===== src/rtl/shift_left_8bit_seq.sv =====
// Multi-cycle logical left shifter: shifts a_i left by min(b_i, WIDTH), one bit per clock, zero fill.
// Optional carry-out of the last shifted bit is enabled by defining SHL_CARRY_EN.
module shift_left_8bit_seq #(
  parameter int WIDTH = 8,
  parameter int SHW   = 4
) (
  input  logic             clk_i,
  input  logic             rst_i,
  input  logic             start_i,
  output logic             ready_o,
  input  logic [WIDTH-1:0] a_i,
  input  logic [SHW-1:0]   b_i,
  output logic             valid_o,
  input  logic             ready_i,
  output logic [WIDTH-1:0] c_o,
  output logic [1:0]       state_o
`ifdef SHL_CARRY_EN
  ,
  output logic             carry_o
`endif
);

  localparam int CW = $clog2(WIDTH + 1);

  // Handshakes: a request is accepted on a rising edge where start_i & ready_o;
  // a result is consumed on a rising edge where valid_o & ready_i. Both sides hold
  // their payload stable until the corresponding handshake completes.
  typedef enum logic [1:0] {
    IDLE  = 2'd0,
    SHIFT = 2'd1,
    DONE  = 2'd2
  } state_t;

  state_t           state_q, state_d;
  logic [WIDTH-1:0] data_q,  data_d;
  logic [CW-1:0]    cnt_q,   cnt_d;
  logic [31:0]      b_ext;
  logic [CW-1:0]    amt;

  assign b_ext = 32'(b_i);
  assign amt   = (b_ext > 32'(WIDTH)) ? CW'(WIDTH) : CW'(b_ext);

`ifdef SHL_CARRY_EN
  logic carry_q, carry_d;
  // Set when the request asked for more than WIDTH positions: carry stays 0.
  logic sat_q, sat_d;
`endif

  always_comb begin
    state_d = state_q;
    data_d  = data_q;
    cnt_d   = cnt_q;
`ifdef SHL_CARRY_EN
    carry_d = carry_q;
    sat_d   = sat_q;
`endif
    case (state_q)
      IDLE: begin
        if (start_i) begin
          data_d  = a_i;
          cnt_d   = amt;
`ifdef SHL_CARRY_EN
          carry_d = 1'b0;
          sat_d   = (b_ext > 32'(WIDTH));
`endif
          state_d = (amt == '0) ? DONE : SHIFT;
        end
      end
      SHIFT: begin
        data_d = {data_q[WIDTH-2:0], 1'b0};
        cnt_d  = cnt_q - CW'(1);
`ifdef SHL_CARRY_EN
        if (!sat_q) begin
          carry_d = data_q[WIDTH-1];
        end
`endif
        if (cnt_q == CW'(1)) begin
          state_d = DONE;
        end
      end
      DONE: begin
        if (ready_i) begin
          state_d = IDLE;
        end
      end
      default: state_d = IDLE;
    endcase
  end

  always_ff @(posedge clk_i) begin
    if (rst_i) begin
      state_q <= IDLE;
      data_q  <= '0;
      cnt_q   <= '0;
`ifdef SHL_CARRY_EN
      carry_q <= 1'b0;
      sat_q   <= 1'b0;
`endif
    end else begin
      state_q <= state_d;
      data_q  <= data_d;
      cnt_q   <= cnt_d;
`ifdef SHL_CARRY_EN
      carry_q <= carry_d;
      sat_q   <= sat_d;
`endif
    end
  end

  assign ready_o = (state_q == IDLE);
  assign valid_o = (state_q == DONE);
  assign c_o     = data_q;
  assign state_o = state_q;
`ifdef SHL_CARRY_EN
  assign carry_o = carry_q;
`endif

endmodule

===== config.mk =====
export PLATFORM = sky130hd
export DESIGN_NAME = shift_left_8bit_seq
export DESIGN_NICKNAME = d
export VERILOG_FILES = /design/src/rtl/shift_left_8bit_seq.sv
export SDC_FILE = /design/constraint.sdc
export NUM_CORES = 1
export LEC_CHECK = 0
export CAP_MARGIN = 20
export CORE_MARGIN = 4
export CORE_UTILIZATION = 48
export CTS_BUF_LIST = sky130_fd_sc_hd__clkbuf_4 sky130_fd_sc_hd__clkbuf_8
export DETAILED_ROUTE_END_ITERATION = 6
export PLACE_DENSITY = 0.93
export SETUP_SLACK_MARGIN = 0.02
export SLEW_MARGIN = 20
export SYNTH_ARGS = -nofsm -noshare
export SYNTH_HDL_FRONTEND = slang
export SYNTH_SLANG_ARGS = --single-unit

===== constraint.sdc =====
create_clock -name clk_i -period 2.3 [get_ports clk_i]
set_clock_uncertainty 0.05 [all_clocks]
set_input_delay 0.46 -clock clk_i [delete_from_list [all_inputs] [get_ports clk_i]]
set_output_delay 0.46 -clock clk_i [all_outputs]
set_load 0.02 [all_outputs]

Word-level counts from Yosys, hierarchy flattened
Index checks and enable logic that the tools add are counted.
{"block": "op_classes", "magnitude_cmp": 1, "add_sub_neg": 1, "reduce_logical": 5, "n_eq_ne": 6, "n_mux": 10}
{"cell": "one-hot mux 8 bit (2 select lines)", "n": 1}
{"cell": "2-to-1 mux 2 bit", "n": 4}
{"cell": "2-to-1 mux 4 bit", "n": 2}
{"cell": "2-to-1 mux 8 bit", "n": 1}
{"cell": "one-hot mux 4 bit (2 select lines)", "n": 1}
{"cell": "one-hot mux 2 bit (3 select lines)", "n": 1}
{"cell": "equality test 4 x 1 -> 1 bit, second input constant", "n": 1}
{"cell": "> comparator 4 bit, second input constant", "n": 1}
{"cell": "logical NOT 4 bit", "n": 1}
{"cell": "inequality test 2 bit, second input constant", "n": 2}
{"cell": "subtractor 4 x 1 -> 4 bit, second input constant", "n": 1}
{"cell": "AND reduction 3 bit", "n": 1}
{"cell": "equality test 2 x 1 -> 1 bit, second input constant", "n": 1}
{"cell": "equality test 2 bit, second input constant", "n": 1}
{"cell": "logical NOT 2 bit", "n": 1}
{"cell": "inequality test 2 x 1 -> 1 bit, second input constant", "n": 1}
{"cell": "AND reduction 2 bit", "n": 1}
{"cell": "nonzero test 2 bit", "n": 1}
{"block": "word_totals", "in_bits": 16, "reg_bits": 14, "word_cells": 26, "output_inout_bits": 12}

Logic depth before layout (Yosys ltp)
Gate-level depths: netlist of run 1.
{"block": "depth", "word_depth": 6, "mapped_depth": 6}

Worst setup path before layout of run 1
Ideal clock, no wire load.
{"block": "synth_path", "path_type": "register to register", "startpoint": "register state_q[1] (netlist: state_o[1])", "endpoint": "register state_q[1] (netlist: state_o[1])", "period_less_slack_ns": 1.455, "required_time_ns": 2.149, "stages_incl_launch_ff": 6, "setup_slack_ns": 0.845, "t_arrival_ns": 1.304, "path_cell_list": "dfxtp_1 -> buf_6 -> nand2b_4 -> a21oi_2 -> or4b_1 -> o41ai_1"}
{"block": "synth_via", "elab_chain_len": 3, "word_cells_on_any_way": 8, "classes_between": "eq/ne: 5; mux: 1; reduce/logical: 2"}
{"element": "start: declaration", "line_no": "34", "source": "state_t state_q, state_d;"}
{"element": "start signal: assignment", "line_no": "100", "source": "state_q <= state_d;"}
{"element": "equality test 2 x 1 -> 1 bit, or another cell as far along", "line_no": "57", "source": "case (state_q)"}
{"element": "inequality test 2 bit (no source line) or inequality test 2 x 1 -> 1 bit (tied branches)"}
{"element": "AND reduction 3 bit (no source line)"}
Parallel ways exist; a longest one is shown, timed or not.
A chain may end at the register's enable or synchronous reset.

Worst setup path in the final report of run 1
{"block": "layout_path", "startpoint": "register state_q[1] (netlist: state_o[1])", "endpoint": "output valid_o"}
{"block": "layout_via", "elab_chain_len": 1}
{"element": "equality test 2 bit", "line_no": "111", "source": "assign valid_o = (state_q == DONE);"}
{"element": "end: declaration", "line_no": "13", "source": "output logic valid_o,"}
Every way passes these cells.

==> results.sh, run 1 <==
export IMPL_status="finished clean"
export IMPL_ys_async_sr_fraction_pct=0
export IMPL_drive_gt1_share_pct=10.17
export IMPL_drt_wl_total_mm=1.808
export IMPL_cp_end_kind="primary output"
export IMPL_rsz0062_at_grt="no"
export IMPL_grt_max_degree=18
export IMPL_slew_violations=0
export IMPL_fmax_mhz=471.8
export IMPL_clock_latency_ns=0.29
export IMPL_die_y_um=47.98
export IMPL_gp_congestion=0.8457
export IMPL_netSwitchingFraction_pct=35.24
export IMPL_die_area_um2=2302
export IMPL_p_switching_mw=0.2986
export IMPL_io_pins=28
export IMPL_ys_seq_area_share_pct=36.54
export IMPL_setup_ws_ns=0.1805
export IMPL_path_cells="inv_1 > nor2_1 > clkdlybuf4s50_1"
export IMPL_drt_iter0_markers=21
export IMPL_crit_slowest_cell="clkdlybuf4s50_1"
export IMPL_num_nets_final=137
export IMPL_period_minus_slack_ns=2.120
export IMPL_setup_viol_count_final=0
export IMPL_holdWs_ns=0.4275
export IMPL_clk_pin_slew_ns=0.09
export IMPL_gr_usage_all_layers_pct=17.66
export IMPL_leakagePower_nw=0.4279
export IMPL_path_class="reg -> out"
export IMPL_cpPeakStageDelay_ns=0.61
export IMPL_grt_pass1_vias=643
export IMPL_ys_warn_count=0
export IMPL_die_w_um=47.98
export IMPL_power_internal_mw=0.5487
export IMPL_max_vdd_ir_drop_mv=0.5209
export IMPL_io_buffer_count=27
export IMPL_cts_buffers=3
export IMPL_fin_cells=134
export IMPL_powerDensity_nw_per_um2=795.7
export IMPL_timing_final_crit_share_pct=92.15
export IMPL_start_util_pct=50.91
export IMPL_nFillCells=129
export IMPL_ys_types=28
export IMPL_post_cts_buffers=0
export IMPL_cp_start_kind="flip-flop"
export IMPL_synth_seq_cells=14
export IMPL_finalSetupTns_ns=0
export IMPL_antenna_cells=0
export IMPL_area_growth_synth_to_final_pct=38.83
export IMPL_worstHoldPathType="reg -> reg"
export IMPL_cap_violations=0
export IMPL_ant_nets=0
export IMPL_syn_nets=109
export IMPL_drc=0
export IMPL_core_area_um2=1506
export IMPL_grt_overflow=0
export IMPL_placed_area_um2=1028
export IMPL_slew_headroom_pct=75.55
export IMPL_rows=14
export IMPL_dp_cells=130
export IMPL_synth_edf_count=0
export IMPL_vias=733
export IMPL_combPwrFrac_pct=40.3
export IMPL_ys_flop_type="dfxtp_1"
export IMPL_worst_pin_slew_ns=0.3662
export IMPL_antenna_found_initial=0
export IMPL_cp_max_fo=10
export IMPL_syn_cell_area_um2=767.0
export IMPL_synth_cells=91
export IMPL_cts_root_buf="clkbuf_4"
export IMPL_required_ns=1.79
export IMPL_clock_power_share_pct=21.1
export IMPL_seq_power_share_pct=38.6
export IMPL_wl_per_cell_um=13.49
export IMPL_design_area_um2=1065
export IMPL_cts_tree="built"
export IMPL_avgSynthCellArea_um2=8.428
export IMPL_hpwl_mm=1.349
export IMPL_cts_sinks=14
export IMPL_cts_max_path_buffers=2
export IMPL_worstPathArrival_ns=1.61
export IMPL_cts_hold_fix_buffers=0
export IMPL_place_ws_ns=0.2860
export IMPL_grt_pass1_wl_mm=2.815
export IMPL_vias_per_cell=5.470
export IMPL_cts_resized=0
export IMPL_first_pass_iters=4
export IMPL_hold_violations=0
export IMPL_htree_levels=1
-- synthesized netlist by cell type, types with 2 or more instances --
| master | number | share of area [%] |
|---|---|---|
| buf_2 | 2 | 1.3 |
| nor3b_1 | 2 | 2.0 |
| inv_1 | 6 | 2.9 |
| buf_6 | 2 | 2.9 |
| nor3_1 | 2 | 1.3 |
| dfxtp_1 | 14 | 37 |
| a211oi_1 | 7 | 6.9 |
| nand2_1 | 5 | 2.4 |
| o21ai_0 | 5 | 3.3 |
| a21oi_1 | 8 | 5.2 |
| ha_1 | 2 | 3.3 |
| nor2_1 | 15 | 7.3 |
| mux2i_1 | 6 | 7.8 |
-- layer usage --
metal / wire, µm / GRT usage, %
met3: 85 / 6.015
met1: 792 / 20.54
met4: 11 / 4.839
met2: 918 / 30.61
met5: 0 / 0
-- sequential cells by signal, summed over array words and instances (netlist names) --
register  count
cnt_q         4
c_o           8
state_o       2
-- path summary, 6_finish.rpt --
kind	start	to	slack, ns	cells past startpoint
min	cnt_q[3]	cnt_q[3]	0.43	2
max reg2reg	state_o[1]	state_o[1]	0.67	4
min reg2reg	cnt_q[3]	cnt_q[3]	0.43	2
max	state_o[1]	valid_o	0.18	3
-- final cells by class --
class / count / area, µm² / area share (%)
clock buffers: 4 / 36.28 / 3.408
inverters: 6 / 22.52 / 2.115
multi-input cells: 65 / 420.4 / 39.48
flip-flops and latches: 14 / 280.3 / 26.32
well taps: 16 / 20.02 / 1.880
repair buffers: 29 / 285.3 / 26.79
-- stage by stage --
stage                     power [mW]  util, %
after floorplan               0.5505        -
after CTS                     0.8536    70.68
after global routing          0.9055    70.68
after global placement        0.6594    68.27
after detailed placement      0.6727    68.27
final                         0.8473    70.68
-- logic make-up (layout without fill, tap and decap cells) --
group	count (synthesis)	after routing	synth area share (%)
AOI/OAI and AO/OA	26	26	21.70
adders and majority gates	2	2	3.262
buffers and inverters	12	39	8.646
DFF	14	14	36.54
muxes	6	6	7.831
and+or+nand+nor	31	31	22.02
-- power groups by stage --
stage	combinational (mW)	clock (mW)	sequential [mW]
detailed placement	0.341	0	0.332
finish	0.341	0.179	0.327
floorplan	0.200	0	0.351
global placement	0.329	0	0.330
CTS	0.344	0.183	0.327
global route	0.374	0.198	0.334
-- worst max-delay path, delay by kind of cell (launching register included) --
kind / cells / cell delay [ns]
and+or+nand+nor: 1 / 0.11
buffers and inverters: 2 / 0.72
DFF: 1 / 0.50
-- layout by cell type, fill, tap and decap left out --
cell type / Yosys / final
nand3b_1: 1 / 1
o22ai_1: 1 / 1
or4b_1: 1 / 1
nor2_1: 15 / 15
clkdlybuf4s50_1: 0 / 27
ha_1: 2 / 2
o21ba_2: 1 / 1
inv_1: 6 / 6
a22oi_1: 1 / 1
clkbuf_8: 0 / 1
nor3_1: 2 / 2
clkbuf_4: 0 / 3
o41ai_1: 1 / 1
a211oi_1: 7 / 7
dfxtp_1: 14 / 14
nand2b_4: 1 / 1
a21oi_2: 1 / 1
and2_2: 1 / 1
nand2_1: 5 / 5
o21ai_0: 5 / 5
or2b_1: 1 / 1
o211ai_1: 1 / 1
a21oi_1: 8 / 8
buf_4: 1 / 2
nor4_2: 1 / 1
nor3b_1: 2 / 2
and3b_2: 1 / 1
mux2i_1: 6 / 6
No activity file was read; power rests on OpenSTA's default activity.
==> inputs of run 2 (changes only) <==
--- a/config.mk
+++ b/config.mk
@@ -7,10 +7,10 @@
 export LEC_CHECK = 0
 export CAP_MARGIN = 20
 export CORE_MARGIN = 4
-export CORE_UTILIZATION = 48
+export CORE_UTILIZATION = 44
 export CTS_BUF_LIST = sky130_fd_sc_hd__clkbuf_4 sky130_fd_sc_hd__clkbuf_8
 export DETAILED_ROUTE_END_ITERATION = 6
-export PLACE_DENSITY = 0.93
+export PLACE_DENSITY = 0.9
 export SETUP_SLACK_MARGIN = 0.02
 export SLEW_MARGIN = 20
 export SYNTH_ARGS = -nofsm -noshare
==> constraint.sdc (replaced) <==
create_clock -name clk_i -period 2.05 [get_ports clk_i]
set_clock_uncertainty 0.05 [all_clocks]
set_input_delay 0.41 -clock clk_i [delete_from_list [all_inputs] [get_ports clk_i]]
set_output_delay 0.41 -clock clk_i [all_outputs]
set_load 0.02 [all_outputs]
==> run 2 against run 1 <==
Effect of this change:
- die area rose by 7.5%
- clock power grew 14%
- hold slack better by 0.021 ns
- count of clock-buffer cells in the layout unchanged
- register-to-register slack got worse by 0.15 ns
- sequential power grew 13%
- critical path depth decreased by 2
- largest cell class unchanged
==> results.sh, run 2 (synthesized netlist as in run 1, its figures left out) <==
export IMPL_status="finished clean"
export IMPL_die_area_um2=2475
export IMPL_seq_power_share_pct=38.4
export IMPL_gr_usage_all_layers_pct=18.43
export IMPL_cts_tree="built"
export IMPL_combPwrFrac_pct=40.5
export IMPL_worstHoldPathType="reg -> reg"
export IMPL_grt_max_degree=21
export IMPL_clock_power_share_pct=21.2
export IMPL_io_pins=28
export IMPL_design_area_um2=1077
export IMPL_largest_reg_flops=8
export IMPL_finalPower_mw=0.9633
export IMPL_path_delay_family="buffers and inverters"
export IMPL_io_buffer_count=27
export IMPL_period_minus_slack_ns=1.850
export IMPL_first_pass_iters=4
export IMPL_path_buf_inv=1
export IMPL_wl_per_cell_um=15.30
export IMPL_hold_violations=0
export IMPL_placed_area_um2=1036
export IMPL_leakagePower_nw=0.4510
export IMPL_cp_max_fo=10
export IMPL_cts_max_path_buffers=2
export IMPL_powerDensity_nw_per_um2=894.2
export IMPL_path_cells="clkdlybuf4s50_1"
export IMPL_netSwitchingFraction_pct=35.82
export IMPL_clk_pin_slew_ns=0.09
export IMPL_start_util_pct=48.65
export IMPL_setup_viol_count_final=0
export IMPL_rows=14
export IMPL_holdWs_ns=0.4482
export IMPL_finalSetupTns_ns=0
export IMPL_core_area_um2=1577
export IMPL_slew_headroom_pct=80.99
export IMPL_num_nets_final=138
export IMPL_hpwl_mm=1.519
export IMPL_vias_per_cell=5.696
export IMPL_crit_slowest_cell="clkdlybuf4s50_1"
export IMPL_worstRegToRegCells=4
export IMPL_die_w_um=49.75
export IMPL_cp_start_kind="flip-flop"
export IMPL_path_class="reg -> out"
export IMPL_power_internal_mw=0.6182
export IMPL_fmax_mhz=540.5
export IMPL_cts_sinks=14
export IMPL_clock_latency_ns=0.29
export IMPL_drive_gt1_share_pct=12.61
export IMPL_drc=0
export IMPL_nFillCells=128
export IMPL_slew_violations=0
export IMPL_vias=769
export IMPL_seqCellArea_um2=282.8
export IMPL_cts_hold_fix_buffers=0
export IMPL_grt_overflow=0
export IMPL_worstPathArrival_ns=1.39
export IMPL_max_vdd_ir_drop_mv=0.6241
export IMPL_antenna_cells=0
export IMPL_required_ns=1.59
export IMPL_cts_root_buf="clkbuf_4"
export IMPL_htree_levels=1
export IMPL_drt_iter0_markers=14
export IMPL_grt_pass1_wl_mm=3.436
export IMPL_ant_nets=0
export IMPL_die_y_um=49.75
export IMPL_area_growth_synth_to_final_pct=40.46
export IMPL_rsz0062_at_grt="no"
export IMPL_gp_congestion=0.8816
export IMPL_drt_wl_total_mm=2.065
export IMPL_cp_end_kind="primary output"
export IMPL_crit_cells=1
export IMPL_timing_final_crit_share_pct=90.25
export IMPL_min_path_cells=2
export IMPL_p_switching_mw=0.3450
export IMPL_antenna_found_initial=0
export IMPL_final_cell_mix="clkdlybuf4s50_1, nor2_1, dfxtp_1"
export IMPL_multiInputGateArea_um2=420.4
export IMPL_final_common_cell="clkdlybuf4s50_1"
export IMPL_cpPeakStageDelay_ns=0.65
export IMPL_cts_buffers=3
export IMPL_grt_pass1_vias=732
export IMPL_cap_violations=0
export IMPL_worst_pin_slew_ns=0.2815
==> run 2: cell count changes in the layout (fill, tap and decap cells not counted), sizes merged <==
| cell | change |
|---|---|
| clkdlybuf4s50 | -1 |
| dlymetal6s2s | +1 |
| buf | +1 |
==> run 2: per-layer routing <==
layer  wire length [µm]  vias to the layer above  global-route usage [%]  share of wire, %
met5                  0                        -                       0                 0
met4                 69                        0                   10.60               3.3
met3                114                        9                   6.627               5.5
met2               1052                       24                   29.96                51
met1                829                      360                   20.55                40
li1                   -                      376                       -                 -
==> run 2: layout make-up <==
cell class / count / share of cell area [%]
multi-input combinational: 65 / 39.02
clock buffer: 4 / 3.368
timing repair buffer: 30 / 27.41
tap: 16 / 1.858
sequential: 14 / 26.25
inverter: 6 / 2.091
==> run 2: final timing paths <==
kind                 to        from  slack [ns]
max          state_o[0]  state_o[0]        0.20
min              c_o[7]      c_o[7]        0.45
max reg2reg  state_o[1]  state_o[1]        0.52
min reg2reg      c_o[7]      c_o[7]        0.45
==> run 2: power by group through the flow <==
stage                     clock network (mW)  registers [mW]  logic, mW
after floorplan                            0           0.394      0.224
after global placement                     0           0.371      0.373
after detailed placement                   0           0.374      0.387
after CTS                              0.209           0.368      0.391
after global routing                   0.218           0.379      0.422
final                                  0.204           0.370      0.390
==> run 2: timing repair <==
| item | in CTS | in global routing |
|---|---|---|
| setup buffers | 0 | 0 |
| hold endpoints to repair | 0 | 0 |
| pin swaps | 0 | 0 |
| endpoints found under the setup margin | 1 | 2 |
| resized for setup | 1 | 2 |
==> run 2: per-stage QoR <==
step	util [%]	instances	setup slack [ns]
3_3_place_gp	65.71	131	0.1571
5_1_grt	68.33	135	0.1485
4_1_cts	68.10	135	0.03900
2_1_floorplan	-	91	0.5946
6_report	68.33	135	0.1998
3_5_place_dp	65.71	131	0.08643
==> run 2: worst min-delay path, stage by stage (launching register included) <==
cell	delay (ns)
dfxtp_1	0.32
nor2_1	0.09
a211oi_1	0.05
==> inputs of run 3 (changes only) <==
--- a/config.mk
+++ b/config.mk
@@ -12,7 +12,7 @@
 export DETAILED_ROUTE_END_ITERATION = 6
 export PLACE_DENSITY = 0.9
 export SETUP_SLACK_MARGIN = 0.02
-export SLEW_MARGIN = 20
+export SLEW_MARGIN = 10
 export SYNTH_ARGS = -nofsm -noshare
 export SYNTH_HDL_FRONTEND = slang
 export SYNTH_SLANG_ARGS = --single-unit
==> results of run 3 <==
Final layout, timing and power as in run 2 (identical DEF).
